**config.mk**
```make
export PLATFORM = sky130hd
export DESIGN_NAME = mix
export DESIGN_NICKNAME = d
export VERILOG_FILES = /design/src/rtl/mix.sv
export SDC_FILE = /design/constraint.sdc
export NUM_CORES = 1
export LEC_CHECK = 0
export BUFFER_PORTS_ARGS = -buffer_cell sky130_fd_sc_hd__buf_4
export CAP_MARGIN = 20
export CORE_MARGIN = 5
export CORE_UTILIZATION = 52
export CTS_CLUSTER_DIAMETER = 40
export DETAILED_ROUTE_END_ITERATION = 8
export PLACE_DENSITY = 0.83
export SETUP_SLACK_MARGIN = 0.02
export SLEW_MARGIN = 20
export SYNTH_ARGS = -nofsm -noshare
export SYNTH_HDL_FRONTEND = slang
export SYNTH_SLANG_ARGS = --single-unit
```
**constraint.sdc**
```tcl
create_clock -name clk -period 2 [get_ports clk]
set_input_delay 0.5 -clock clk [delete_from_list [all_inputs] [get_ports clk]]
set_output_delay 0.5 -clock clk [all_outputs]
set_load 0.1 [all_outputs]
```
**src/rtl/mix.sv**
```systemverilog
// Envelope mixer: DC_POST = min(DC_PRE + ENV*MUL, 2^PWM_DEPTH-1), two register
// stages, one new input set accepted every cycle.
module mix #(
    parameter int PWM_DEPTH = 12
) (
    input  logic                 clk,
    input  logic                 rst_n,
    input  logic [6:0]           ENV,
    input  logic [PWM_DEPTH-1:0] DC_PRE,
    input  logic [4:0]           MUL,
    output logic [PWM_DEPTH-1:0] DC_POST
);

    localparam int PROD_W = 12;

    logic [PROD_W-1:0]    w_prod;
    logic [PWM_DEPTH:0]   w_sum;
    logic [PWM_DEPTH-1:0] w_sat;

    logic [PROD_W-1:0]    r_prod;
    logic [PWM_DEPTH-1:0] r_dc_pre;
    logic [PWM_DEPTH-1:0] r_dc_post;

    // 127*31 = 3937 fits in 12 bits, so the product never overflows.
    assign w_prod = {5'b0, ENV} * {7'b0, MUL};

    // One extra bit keeps the carry; a set carry means the limit was exceeded.
    assign w_sum  = {1'b0, r_dc_pre} + {{(PWM_DEPTH + 1 - PROD_W){1'b0}}, r_prod};
    assign w_sat  = w_sum[PWM_DEPTH] ? {PWM_DEPTH{1'b1}} : w_sum[PWM_DEPTH-1:0];

    always_ff @(posedge clk or negedge rst_n) begin
        if (!rst_n) begin
            r_prod    <= '0;
            r_dc_pre  <= '0;
            r_dc_post <= '0;
        end else begin
            r_prod    <= w_prod;
            r_dc_pre  <= DC_PRE;
            r_dc_post <= w_sat;
        end
    end

    assign DC_POST = r_dc_post;

endmodule

```
==> results list <==
- Pin placement for this block handled 38 I/O pins.
- Cells with a size suffix above 1 make up between 40% and 50% of the layout.
- Data on the critical path arrives at its endpoint at between 3 and 4 ns.
* Port Buffer Count: 37
- After detailed routing, the average wire length per cell comes to roughly 14 um.
- The net count of the finished layout is 407.
- In the final layout, the multi-input gates occupy roughly 0.0018 sq mm.
* Count of final setup violators: 16
* Unrepaired setup endpoints after global routing: yes
- Kind of cell adding the most delay to the critical path: adder cells
- TritonCTS built the clock tree.
- When the netlist entered floorplanning its net count stood at 321.
- Setup slack of the worst register-to-register path: -0.06 ns
- In this run the static leakage power is approximately 1.8 nW.
- The initialized floorplan defines 25 standard-cell rows.
* Chip Width: between 80 and 90 um
- By instance count, the leading cell after synthesis is sky130_fd_sc_hd__dfrtp_1.
* Status: finished, violations left
- In this design, the critical path's most frequently occurring cell is sky130_fd_sc_hd__fa_1.
* Maximum clock frequency: between 300 and 400 MHz
* Storage cell area: approximately 900 sq um
- The count of nets left with antenna violations once routing finished came out at 0.
- Entering global routing, the biggest net connects 37 pins.
* Sum of buffers and inverters on the critical path: 3
- Buffers inserted during clock tree synthesis total 5.
- Number of violations reported at the end of detailed-routing iteration 0: slightly below 50
- Measured against its own limit, the worst slew margin works out to ~57%.
- Maximum capacitance violations: 0
- Combinational share of power: 65.3%
* Share of total power in the clock network: 13.3%
* Number of diodes: 0
- The worst register-to-register path begins at r_dc_pre[0].
- GR Util All Layers: between 10% and 20%
- Across all layers, the routed design uses 2,068 vias.
* Peak ir drop on the vdd network: approximately 840 uV
- Fraction of synthesis flops using an asynchronous set or reset pin: 100%
- Clk_lat worst skew: between 0.2 and 0.3 ns
- For the pin with the worst max-slew slack, the measured transition is roughly 0.64 ns.
* Clock transition at the register clock pins on the worst setup and hold paths after CTS: 0.07 ns
* Crit path largest cell delay: approximately 0.50 ns
- Final critical delay including setup and external delays: roughly 3.2 ns
* Setup crit start kind: input port
- Total routed wirelength: around 5400 um
- The top cell type by area accounts for 34.5% of the synthesized area.
- In the finished design, the share of the clock period the worst path needs comes to 158%.
- Final worst slack: -1.16 ns
* Per-instance average area after synthesis: approximately 11 sq um
* Overall die area: between 0.006 and 0.007 sq mm
- Summing internal, switching and leakage power gives around 4.7 mW.
- HP Class: in -> async
* Starting utilization of the core area: 54.5%
- TritonCTS sink count: 36
- Antenna violations before repair: 0
* Max Buffers Root-to-Sink: 2
- The cell count after synthesis came out at roughly 250.
- The synthesized design contains 36 register bits.
* Seq/Total Area, Yosys: 34.5%
* Die height: approximately 81 um
- Most used flip-flop cell after synthesis: sky130_fd_sc_hd__dfrtp_1
- The checks that failed: setup timing.
* Std-Cell Core Area: between 0.004 and 0.005 sq mm
* Yosys warning count: 0
- The layout has about 320 filler cells.
* Number of hold-slack violations in the final timing report: 0
* Depth of the worst register-to-register path: 9
* Final hold slack: ~0.14 ns
- The endpoint identified for the worst register-to-register timing path is DC_POST[9].
- Area growth from synthesis to final layout: 42.7%
* Critical path cell sequence: buf_6 -> and2_4 -> fa_1 -> fa_1 -> inv_1 -> fa_1 -> inv_2 -> ha_4 -> nand3_2 -> o211ai_1 -> nand2b_4 -> a41oi_2 -> xnor2_1
* CTS HTree Levels: 2
- The number of pins with negative max-slew slack in the final report was 0.
- Among all stages on the critical path, the largest delay is contributed by sky130_fd_sc_hd__fa_1.
- DRT Pass-1 Iters: 4
- Summed over all nets, the half-perimeter wirelength after detailed placement is roughly 4100 um.
- The first global-routing pass estimated ~9000 um of wire.
- The critical path is of the in -> reg type.
- The tree is rooted in a sky130_fd_sc_hd__clkbuf_8.
- Crit Path Max Fanout: 4
- Nature of the critical path endpoint: register
- In this run, flip-flops and latches consume about a fifth of the power.
- In the post-synthesis netlist, the biggest area contributors are sky130_fd_sc_hd__dfrtp_1 (35%), sky130_fd_sc_hd__ha_1 (15%), sky130_fd_sc_hd__fa_1 (12%).
* Total congestion overflow after global routing: 0
- Of all cell types, the one taking the most synthesized area is sky130_fd_sc_hd__dfrtp_1.
- The internal portion of the total power is 2.42 mW.
- DR vias/cell: slightly above 5
- Post-synth EDFFs: 0
- Number of unique standard cell types used by synthesis: 41
- Switching Share: between 40 and 50%
- Commonest cells in the synthesized netlist: sky130_fd_sc_hd__dfrtp_1 (36), sky130_fd_sc_hd__ha_1 (32), sky130_fd_sc_hd__inv_1 (30)
- The cell area that synthesis handed to floorplanning was 0.00261 sq mm.
* Number of cells in the design after placement: 385
- The congestion estimate from routability-driven global placement came to between 0.8 and 0.9.
* Vias in the first global route: roughly 2,100
- Worst Skew: 0.00289 ns
- Worst setup slack after placement: -1.45 ns
- The finished layout holds about 400 standard cells, fillers aside.
- In this run the power density over the cells is 1260 mW/mm^2.
* Residual DRC: 0
- For this design the total switching power over the nets is between 2 and 2.5 mW.
- Cells fill just under 80% of the core in the end.
- For the worst setup path, the data required time is 2.17 ns.
==> kinds of logic after synthesis <==
family	count (synthesis)	synth area share, %
buf+inv	31	4.75
xor+xnor	12	4.03
simple gates	71	13.8
flops	36	34.5
mux	1	0.384
fa+ha+maj	48	27.6
compound gates	48	14.9
==> registers in the layout, summed over array words and instances (netlist names) <==
register	count
DC_POST	12
r_dc_pre	12
r_prod	12
==> per-layer routing <==
metal	wire, um	GRT usage, %	up-vias
met3	240	3.33	15
met2	3040	34.3	55
met1	2030	18.2	992
met5	0	0	-
met4	114	7.09	0
li1	-	-	1006
==> worst max path at each step <==
stage | start | end | slack (ns) | cells past startpoint
4_1_cts | ENV[4] | r_prod[11] | -1.08 | 13
2_1_floorplan | ENV[3] | r_prod[11] | -1.21 | 12
5_1_grt | ENV[4] | r_prod[11] | -1.26 | 13
3_5_place_dp | MUL[3] | r_prod[11] | -1.45 | 13
6_report | ENV[4] | r_prod[11] | -1.16 | 13
3_3_place_gp | ENV[3] | r_prod[11] | -1.37 | 13
==> placed cells by master, fill, tap and decap left out, types with 7 or more instances in the layout <==
| master | Yosys | layout |
|---|---|---|
| sky130_fd_sc_hd__buf_4 | 0 | 67 |
| sky130_fd_sc_hd__buf_6 | 1 | 9 |
| sky130_fd_sc_hd__inv_2 | 0 | 7 |
| sky130_fd_sc_hd__nand2_1 | 25 | 21 |
| sky130_fd_sc_hd__a21o_1 | 8 | 8 |
| sky130_fd_sc_hd__inv_1 | 30 | 23 |
| sky130_fd_sc_hd__and2_4 | 0 | 7 |
| sky130_fd_sc_hd__ha_1 | 32 | 26 |
| sky130_fd_sc_hd__fa_1 | 16 | 13 |
| sky130_fd_sc_hd__dfrtp_1 | 36 | 36 |
| sky130_fd_sc_hd__and2_1 | 20 | 13 |
==> power groups by stage <==
stage / sequential [mW] / clock [mW] / combinational, mW
after floorplan: 1.83 / 0 / 1.27
after global placement: 1.01 / 0 / 2.67
after detailed placement: 1.01 / 0 / 2.74
after CTS: 1.00 / 0.634 / 2.86
after global routing: 1.02 / 0.668 / 3.28
final: 1.00 / 0.624 / 3.06
==> per-stage QoR <==
stage	instance area, sq um	TNS [ns]
2_1_floorplan	2730	-7.67
3_3_place_gp	3370	-10.12
3_5_place_dp	3370	-10.55
4_1_cts	3600	-7.62
5_1_grt	3720	-9.76
6_report	3720	-8.11
==> layout make-up <==
type	instances	area share, %
sequential	36	24.2
timing repair buffer	80	18.1
clock buffer	5	1.85
inverter	30	3.02
clock inverter	3	1.14
multi-input combinational	180	49.4
tap	67	2.25
==> worst reg2reg max path: stages, from the launching register on <==
cell and delay, ns:
sky130_fd_sc_hd__dfrtp_1 0.37, sky130_fd_sc_hd__ha_2 0.19, sky130_fd_sc_hd__inv_2 0.05, sky130_fd_sc_hd__fa_2 0.18, sky130_fd_sc_hd__and2b_2 0.24, sky130_fd_sc_hd__o2111ai_4 0.27, sky130_fd_sc_hd__a21oi_4 0.12, sky130_fd_sc_hd__buf_6 0.16
sky130_fd_sc_hd__a2111oi_4 0.31, sky130_fd_sc_hd__a21oi_2 0.05
==> what timing repair did <==
item | CTS | global route
pin swaps | 20 | 26
hold buffers | 0 | 0
setup buffers | 7 | 5
resized for setup | 24 | 21
setup endpoints to repair | 15 | 21
No activity file was read; power rests on OpenSTA's default activity.
